<file path="config.mk">
export PLATFORM = sky130hd
export DESIGN_NAME = sram_rmw_ctrl
export DESIGN_NICKNAME = d
export VERILOG_FILES = /design/src/rtl/sram_rmw_ctrl.sv
export SDC_FILE = /design/constraint.sdc
export NUM_CORES = 1
export LEC_CHECK = 0
export ABC_AREA = 1
export BUFFER_PORTS_ARGS = -buffer_cell sky130_fd_sc_hd__buf_4
export CAP_MARGIN = 5
export CORE_ASPECT_RATIO = 0.6
export CORE_MARGIN = 10
export CORE_UTILIZATION = 30
export DETAILED_ROUTE_END_ITERATION = 6
export GPL_TIMING_DRIVEN = 0
export PLACE_DENSITY = 0.56
export SYNTH_ARGS = -nofsm -noshare
export SYNTH_HDL_FRONTEND = slang
export SYNTH_SLANG_ARGS = --single-unit
</file>
<file path="constraint.sdc">
create_clock -name clk_i -period 3.7 [get_ports clk_i]
set_clock_uncertainty 0.1 [all_clocks]
set_input_delay 0.555 -clock clk_i [delete_from_list [all_inputs] [get_ports clk_i]]
set_output_delay 0.555 -clock clk_i [all_outputs]
set_load 0.02 [all_outputs]
</file>
<file path="src/rtl/sram_rmw_ctrl.sv">
// Single-port SRAM controller with byte-enable writes done as read-modify-write.
// Optional power-up zeroing sweep compiled in with `define SRAM_RMW_INIT_EN.
module sram_rmw_ctrl #(
    parameter int DATA_WIDTH = 32,
    parameter int NUM_WORDS  = 256,
    localparam int ADDR_WIDTH = $clog2(NUM_WORDS),
    localparam int BE_WIDTH   = DATA_WIDTH / 8
) (
    input  logic                  clk_i,
    input  logic                  rst_i,
    input  logic                  req_valid_i,
    output logic                  req_ready_o,
    input  logic                  req_we_i,
    input  logic [ADDR_WIDTH-1:0] req_addr_i,
    input  logic [DATA_WIDTH-1:0] req_wdata_i,
    input  logic [BE_WIDTH-1:0]   req_be_i,
    output logic                  rsp_valid_o,
    output logic [DATA_WIDTH-1:0] rsp_rdata_o,
    output logic                  sram_req_o,
    output logic                  sram_we_o,
    output logic [ADDR_WIDTH-1:0] sram_addr_o,
    output logic [DATA_WIDTH-1:0] sram_wdata_o,
    input  logic [DATA_WIDTH-1:0] sram_rdata_i,
    output logic                  init_done_o
);

`ifdef SRAM_RMW_INIT_EN
    typedef enum logic [2:0] {
        ST_INIT  = 3'd0,
        ST_IDLE  = 3'd1,
        ST_RD    = 3'd2,
        ST_MERGE = 3'd3,
        ST_WR    = 3'd4
    } state_t;
`else
    typedef enum logic [2:0] {
        ST_IDLE  = 3'd1,
        ST_RD    = 3'd2,
        ST_MERGE = 3'd3,
        ST_WR    = 3'd4
    } state_t;
`endif

    function automatic logic [DATA_WIDTH-1:0] merge_bytes(
        input logic [DATA_WIDTH-1:0] new_word,
        input logic [DATA_WIDTH-1:0] old_word,
        input logic [BE_WIDTH-1:0]   be
    );
        logic [DATA_WIDTH-1:0] m;
        m = old_word;
        for (int k = 0; k < BE_WIDTH; k++) begin
            if (be[k]) begin
                m[8*k +: 8] = new_word[8*k +: 8];
            end else begin
                m[8*k +: 8] = old_word[8*k +: 8];
            end
        end
        return m;
    endfunction

    state_t                state_r, state_s;
    logic                  req_we_r;
    logic [ADDR_WIDTH-1:0] req_addr_r;
    logic [DATA_WIDTH-1:0] req_wdata_r;
    logic [BE_WIDTH-1:0]   req_be_r;
    logic                  ready_r, ready_s;
    logic                  rsp_valid_r, rsp_valid_s;
    logic                  rsp_rd_r, rsp_rd_s;
    logic                  sram_req_r, sram_req_s;
    logic                  sram_we_r, sram_we_s;
    logic [ADDR_WIDTH-1:0] sram_addr_r, sram_addr_s;
    logic [DATA_WIDTH-1:0] sram_wdata_r, sram_wdata_s;
    logic                  init_done_s;
    logic                  accept_s;

`ifdef SRAM_RMW_INIT_EN
    logic                  init_done_r;
    logic [ADDR_WIDTH:0]   init_cnt_r, init_cnt_s;
`endif

    assign accept_s = req_valid_i && ready_r;

    // Next-state and next-output decode; every SRAM command is registered below.
    always_comb begin
        state_s      = state_r;
        sram_req_s   = 1'b0;
        sram_we_s    = 1'b0;
        sram_addr_s  = sram_addr_r;
        sram_wdata_s = sram_wdata_r;
        rsp_valid_s  = 1'b0;
        rsp_rd_s     = 1'b0;
`ifdef SRAM_RMW_INIT_EN
        init_done_s  = init_done_r;
        init_cnt_s   = init_cnt_r;
`else
        init_done_s  = 1'b1;
`endif
        case (state_r)
`ifdef SRAM_RMW_INIT_EN
            ST_INIT: begin
                if (init_cnt_r == (ADDR_WIDTH+1)'(NUM_WORDS)) begin
                    state_s     = ST_IDLE;
                    init_done_s = 1'b1;
                end else begin
                    sram_req_s   = 1'b1;
                    sram_we_s    = 1'b1;
                    sram_addr_s  = init_cnt_r[ADDR_WIDTH-1:0];
                    sram_wdata_s = {DATA_WIDTH{1'b0}};
                    init_cnt_s   = init_cnt_r + {{ADDR_WIDTH{1'b0}}, 1'b1};
                end
            end
`endif
            ST_IDLE: begin
                if (accept_s) begin
                    if (req_we_i && (&req_be_i)) begin
                        state_s      = ST_WR;
                        sram_req_s   = 1'b1;
                        sram_we_s    = 1'b1;
                        sram_addr_s  = req_addr_i;
                        sram_wdata_s = req_wdata_i;
                        rsp_valid_s  = 1'b1;
                    end else if (req_we_i && !(|req_be_i)) begin
                        // Nothing to store: complete without touching the SRAM.
                        state_s     = ST_WR;
                        rsp_valid_s = 1'b1;
                    end else begin
                        state_s     = ST_RD;
                        sram_req_s  = 1'b1;
                        sram_addr_s = req_addr_i;
                    end
                end else begin
                    state_s = ST_IDLE;
                end
            end
            ST_RD: begin
                if (req_we_r) begin
                    state_s = ST_MERGE;
                end else begin
                    state_s     = ST_IDLE;
                    rsp_valid_s = 1'b1;
                    rsp_rd_s    = 1'b1;
                end
            end
            ST_MERGE: begin
                // Old word is on sram_rdata_i this cycle; merge straight into the write.
                state_s      = ST_WR;
                sram_req_s   = 1'b1;
                sram_we_s    = 1'b1;
                sram_addr_s  = req_addr_r;
                sram_wdata_s = merge_bytes(req_wdata_r, sram_rdata_i, req_be_r);
                rsp_valid_s  = 1'b1;
            end
            ST_WR: begin
                state_s = ST_IDLE;
            end
            default: begin
                state_s = ST_IDLE;
            end
        endcase
        ready_s = (state_s == ST_IDLE) && init_done_s && !rsp_valid_s;
    end

    // State, output and captured-request registers.
    always_ff @(posedge clk_i) begin
        if (rst_i) begin
`ifdef SRAM_RMW_INIT_EN
            state_r     <= ST_INIT;
            init_done_r <= 1'b0;
            init_cnt_r  <= {(ADDR_WIDTH+1){1'b0}};
`else
            state_r     <= ST_IDLE;
`endif
            req_we_r     <= 1'b0;
            req_addr_r   <= {ADDR_WIDTH{1'b0}};
            req_wdata_r  <= {DATA_WIDTH{1'b0}};
            req_be_r     <= {BE_WIDTH{1'b0}};
            ready_r      <= 1'b0;
            rsp_valid_r  <= 1'b0;
            rsp_rd_r     <= 1'b0;
            sram_req_r   <= 1'b0;
            sram_we_r    <= 1'b0;
            sram_addr_r  <= {ADDR_WIDTH{1'b0}};
            sram_wdata_r <= {DATA_WIDTH{1'b0}};
        end else begin
`ifdef SRAM_RMW_INIT_EN
            init_done_r <= init_done_s;
            init_cnt_r  <= init_cnt_s;
`endif
            state_r      <= state_s;
            ready_r      <= ready_s;
            rsp_valid_r  <= rsp_valid_s;
            rsp_rd_r     <= rsp_rd_s;
            sram_req_r   <= sram_req_s;
            sram_we_r    <= sram_we_s;
            sram_addr_r  <= sram_addr_s;
            sram_wdata_r <= sram_wdata_s;
            if (accept_s) begin
                req_we_r    <= req_we_i;
                req_addr_r  <= req_addr_i;
                req_wdata_r <= req_wdata_i;
                req_be_r    <= req_be_i;
            end else begin
                req_we_r    <= req_we_r;
                req_addr_r  <= req_addr_r;
                req_wdata_r <= req_wdata_r;
                req_be_r    <= req_be_r;
            end
        end
    end

    assign req_ready_o  = ready_r;
    assign rsp_valid_o  = rsp_valid_r;
    assign rsp_rdata_o  = (rsp_valid_r && rsp_rd_r) ? sram_rdata_i : {DATA_WIDTH{1'b0}};
    assign sram_req_o   = sram_req_r;
    assign sram_we_o    = sram_we_r;
    assign sram_addr_o  = sram_addr_r;
    assign sram_wdata_o = sram_wdata_r;
`ifdef SRAM_RMW_INIT_EN
    assign init_done_o  = init_done_r;
`else
    assign init_done_o  = 1'b1;
`endif

endmodule

</file>
==> key figures <==
Outcome
  • Status: complete, no violations

Detailed routing
  • 1st-iter DRT viols: 362
  • Post-route ant nets: 0
  • Via count: 4741
  • First-pass DRT Iterations: 6
  • Drt via density: 4.41
  • Drt wl/cell: 14.9 um
  • Routed Wire Length: 16100 um
  • DRC violations left: 0

Pwr
  • Peak VDD IR: 0.000207 V
  • LEAKAGE: 3.12 nW
  • Sw frac: 28.5%
  • Sequential Power Share: 42.1%
  • Pwr Density: 437 mW/mm^2
  • Internal power: 1.92 mW
  • Combinational Power Share: 20.3%
  • Net Sw Power: 0.769 mW
  • Clock share of power: 37.6%

Setup path
  • R2R Setup Slk: 2140 ps
  • Arr. time, crit path: 1620 ps
  • Critical path launch point: rsp_valid_o
  • WP buf/inv: 2
  • Crit path max fanout: 10
  • Crit Path Category: reg2out
  • Cell chain of the critical path: nand2_1, clkbuf_1, nor2_1, buf_4
  • WP data required: 3040 ps
  • Critical Path Sink Type: output port
  • Worst path depth: 4
  • Reg-to-reg endpoint: sram_addr_o[4]
  • Worst Setup EP: rsp_rdata_o[24]
  • Crit-path max cell delay: 480 ps
  • R2R depth: 8
  • Slowest cell on the critical path: clkbuf_1
  • Type of origin of the critical path: flip-flop
  • Worst R2R Start: state_r[2]
  • Delay-heaviest family, CP: buffers and inverters

STA
  • Tcrit/Tclk final: 61.5%
  • Slew margin rel.: 63.3%
  • Count of final setup violators: 0
  • Fmax achieved: 0.440 GHz
  • Fin crit period: 2270 ps
  • RSZ-0062 raised after global routing: no
  • Total negative slack: 0 ps
  • Slew @ Worst Pin: 551 ps
  • Fin. Hold Viols: 0
  • Max Slew Vio Count: 0

Logic synthesis
  • Synth Flop Type: dfxtp_1
  • Synth warn: 0
  • Number of synthesized flops with an enable pin: 0
  • Sequential fraction of the synthesis area: 42.0%
  • Synth Area per Inst: 6.27 sq um
  • Post-Syn Nets: 787
  • Syn Std Cell Area: 0.00444 sq mm
  • Async SR Flop Fraction: 0%
  • Netlist cell types: 19
  • Cells after Synth: 707
  • Number of synthesized register bits: 93

Place
  • IO Port Bufs: 154
  • DP Cell Count: 1059
  • Final Wtd Congestion: 0.793
  • Detailed Place HPWL: 12100 um

Layout
  • Finished Layout Cells: 1075
  • # diodes: 0
  • Syn-to-layout area delta: 39.0%
  • Final core utilization: 42.6%
  • Layout net count: 952
  • Layout cell share with drive strength beyond 1: 24.3%

CTS
  • Worst-skew pair later-pin latency: 330 ps
  • Root buffer cell: clkbuf_16
  • CTS tree: built
  • CTS Buf Count: 9
  • CTS sink count: 93
  • Hold Buf Count CTS: 0
  • Clock slew at reported path FFs: 70 ps
  • Max H-tree Level: 3
  • CTS max path bufs: 2
  • Setup repair bufs after CTS: 0
  • PostCTS Resize Cnt: 0

Global route
  • Vias in the first global route: 4520
  • Largest net degree at the start of global routing: 16
  • GRT Residual Overflow: 0
  • First-pass GRT wire length: 25200 um
  • All-Layer GR Usage: 15.6%
  • Initial antenna violation count: 0

Die
  • Core ar.: 0.0145 sq mm
  • Top-Level Pins: 157
  • Die Ht: 114 um
  • Std-Cell Rows: 34
  • Die Area: 0.0202 sq mm
  • Starting Density: 30.7%
  • Die width: 177 um

Worst hold path
  • HP Class: in2reg

Flow run
  • Max capacitance violation total: 0
-- sequential cells by signal (all words and copies together) (netlist names) --
| name | count |
|---|---|
| sram_addr_o | 8 |
| rsp_valid_o | 1 |
| sram_req_o | 1 |
| req_we_r | 1 |
| req_ready_o | 1 |
| rsp_rd_r | 1 |
| req_wdata_r | 32 |
| state_r | 3 |
| sram_we_o | 1 |
| sram_wdata_o | 32 |
| req_be_r | 4 |
| req_addr_r | 8 |
-- cells in the mapped netlist, types with 2 or more instances --
library cell / n / share of area, %
nor2_1: 199 / 17
nand2_1: 170 / 14
o21ai_0: 109 / 12
dfxtp_1: 93 / 42
inv_1: 44 / 3.7
buf_2: 23 / 2.6
a21oi_1: 16 / 1.8
clkbuf_1: 15 / 1.3
nand3_1: 13 / 1.5
buf_4: 5 / 0.85
inv_2: 4 / 0.34
buf_6: 3 / 0.76
clkbuf_2: 3 / 0.34
nand2_2: 3 / 0.42
nor2_2: 2 / 0.28
nor3_1: 2 / 0.23
-- area by class of cell --
| cell class | count | area [sq um] |
|---|---|---|
| clock buffer | 11 | 243 |
| inverter | 48 | 180 |
| buffer | 49 | 258 |
| fill | 1584 | 8300 |
| tap | 198 | 248 |
| timing repair buffer | 154 | 1160 |
| multi-input combinational | 517 | 2140 |
| sequential | 93 | 1860 |
| clock inverter | 5 | 83.8 |
-- worst register-to-register path, delay by kind of cell (launching register included) --
kind                   cells  cell delay, ps
AND/OR/NAND/NOR            5             660
buffers and inverters      2             360
flip-flops                 1             340
AO/OA/AOI/OAI              1              50
-- kinds of logic after synthesis --
group | Yosys count | synth area share [%]
DFF | 93 | 42.0
and+or+nand+nor | 390 | 33.9
AOI/OAI and AO/OA | 126 | 14.2
other | 1 | 0.0845
buffers and inverters | 97 | 9.87
-- routing by layer --
metal | vias up | routed length [um] | track usage [%]
met2 | 160 | 6210 | 21.7
met1 | 2063 | 8250 | 22.5
li1 | 2513 | - | -
met3 | 5 | 1570 | 6.13
met5 | - | 0 | 0
met4 | 0 | 42 | 2.12
-- cell usage in the layout (no fill, tap or decap), drive strengths merged --
master,count
a21oi,16
buf,185
bufinv,2
clkbuf,29
clkinv,1
clkinvlp,2
conb,1
dfxtp,93
inv,48
nand2,173
nand3,14
nor2,201
nor3,2
o21ai,110
-- worst min-delay path by stage --
stage | from | to | slack [ps] | cells past startpoint
after global routing | req_wdata_i[8] | req_wdata_r[8] | 390 | 3
after floorplan | req_wdata_r[24] | req_wdata_r[24] | 350 | 2
after global placement | req_wdata_r[2] | req_wdata_r[2] | 360 | 2
after detailed placement | req_wdata_r[29] | req_wdata_r[29] | 370 | 2
after CTS | req_wdata_i[5] | req_wdata_r[5] | 370 | 3
final | req_wdata_i[11] | req_wdata_r[11] | 380 | 3
-- through the flow --
stage	worst slack (ps)	area [sq um]	total power, mW	hold slack, ps
4_1_cts	1360	6170	2.71	374
5_1_grt	1270	6170	2.84	389
3_3_place_gp	1720	5840	1.70	363
3_5_place_dp	1710	5840	1.70	373
6_report	1430	6170	2.69	383
2_1_floorplan	1980	4440	1.47	355
-- power groups by stage --
| stage | sequential [mW] | clock (mW) | combinational [mW] |
|---|---|---|---|
| 2_1_floorplan | 1.20 | 0 | 0.277 |
| 3_3_place_gp | 1.16 | 0 | 0.547 |
| 3_5_place_dp | 1.16 | 0 | 0.549 |
| 4_1_cts | 1.13 | 1.03 | 0.551 |
| 5_1_grt | 1.14 | 1.08 | 0.620 |
| 6_report | 1.13 | 1.01 | 0.547 |
Note: power is estimated with default switching activity, not from simulation.
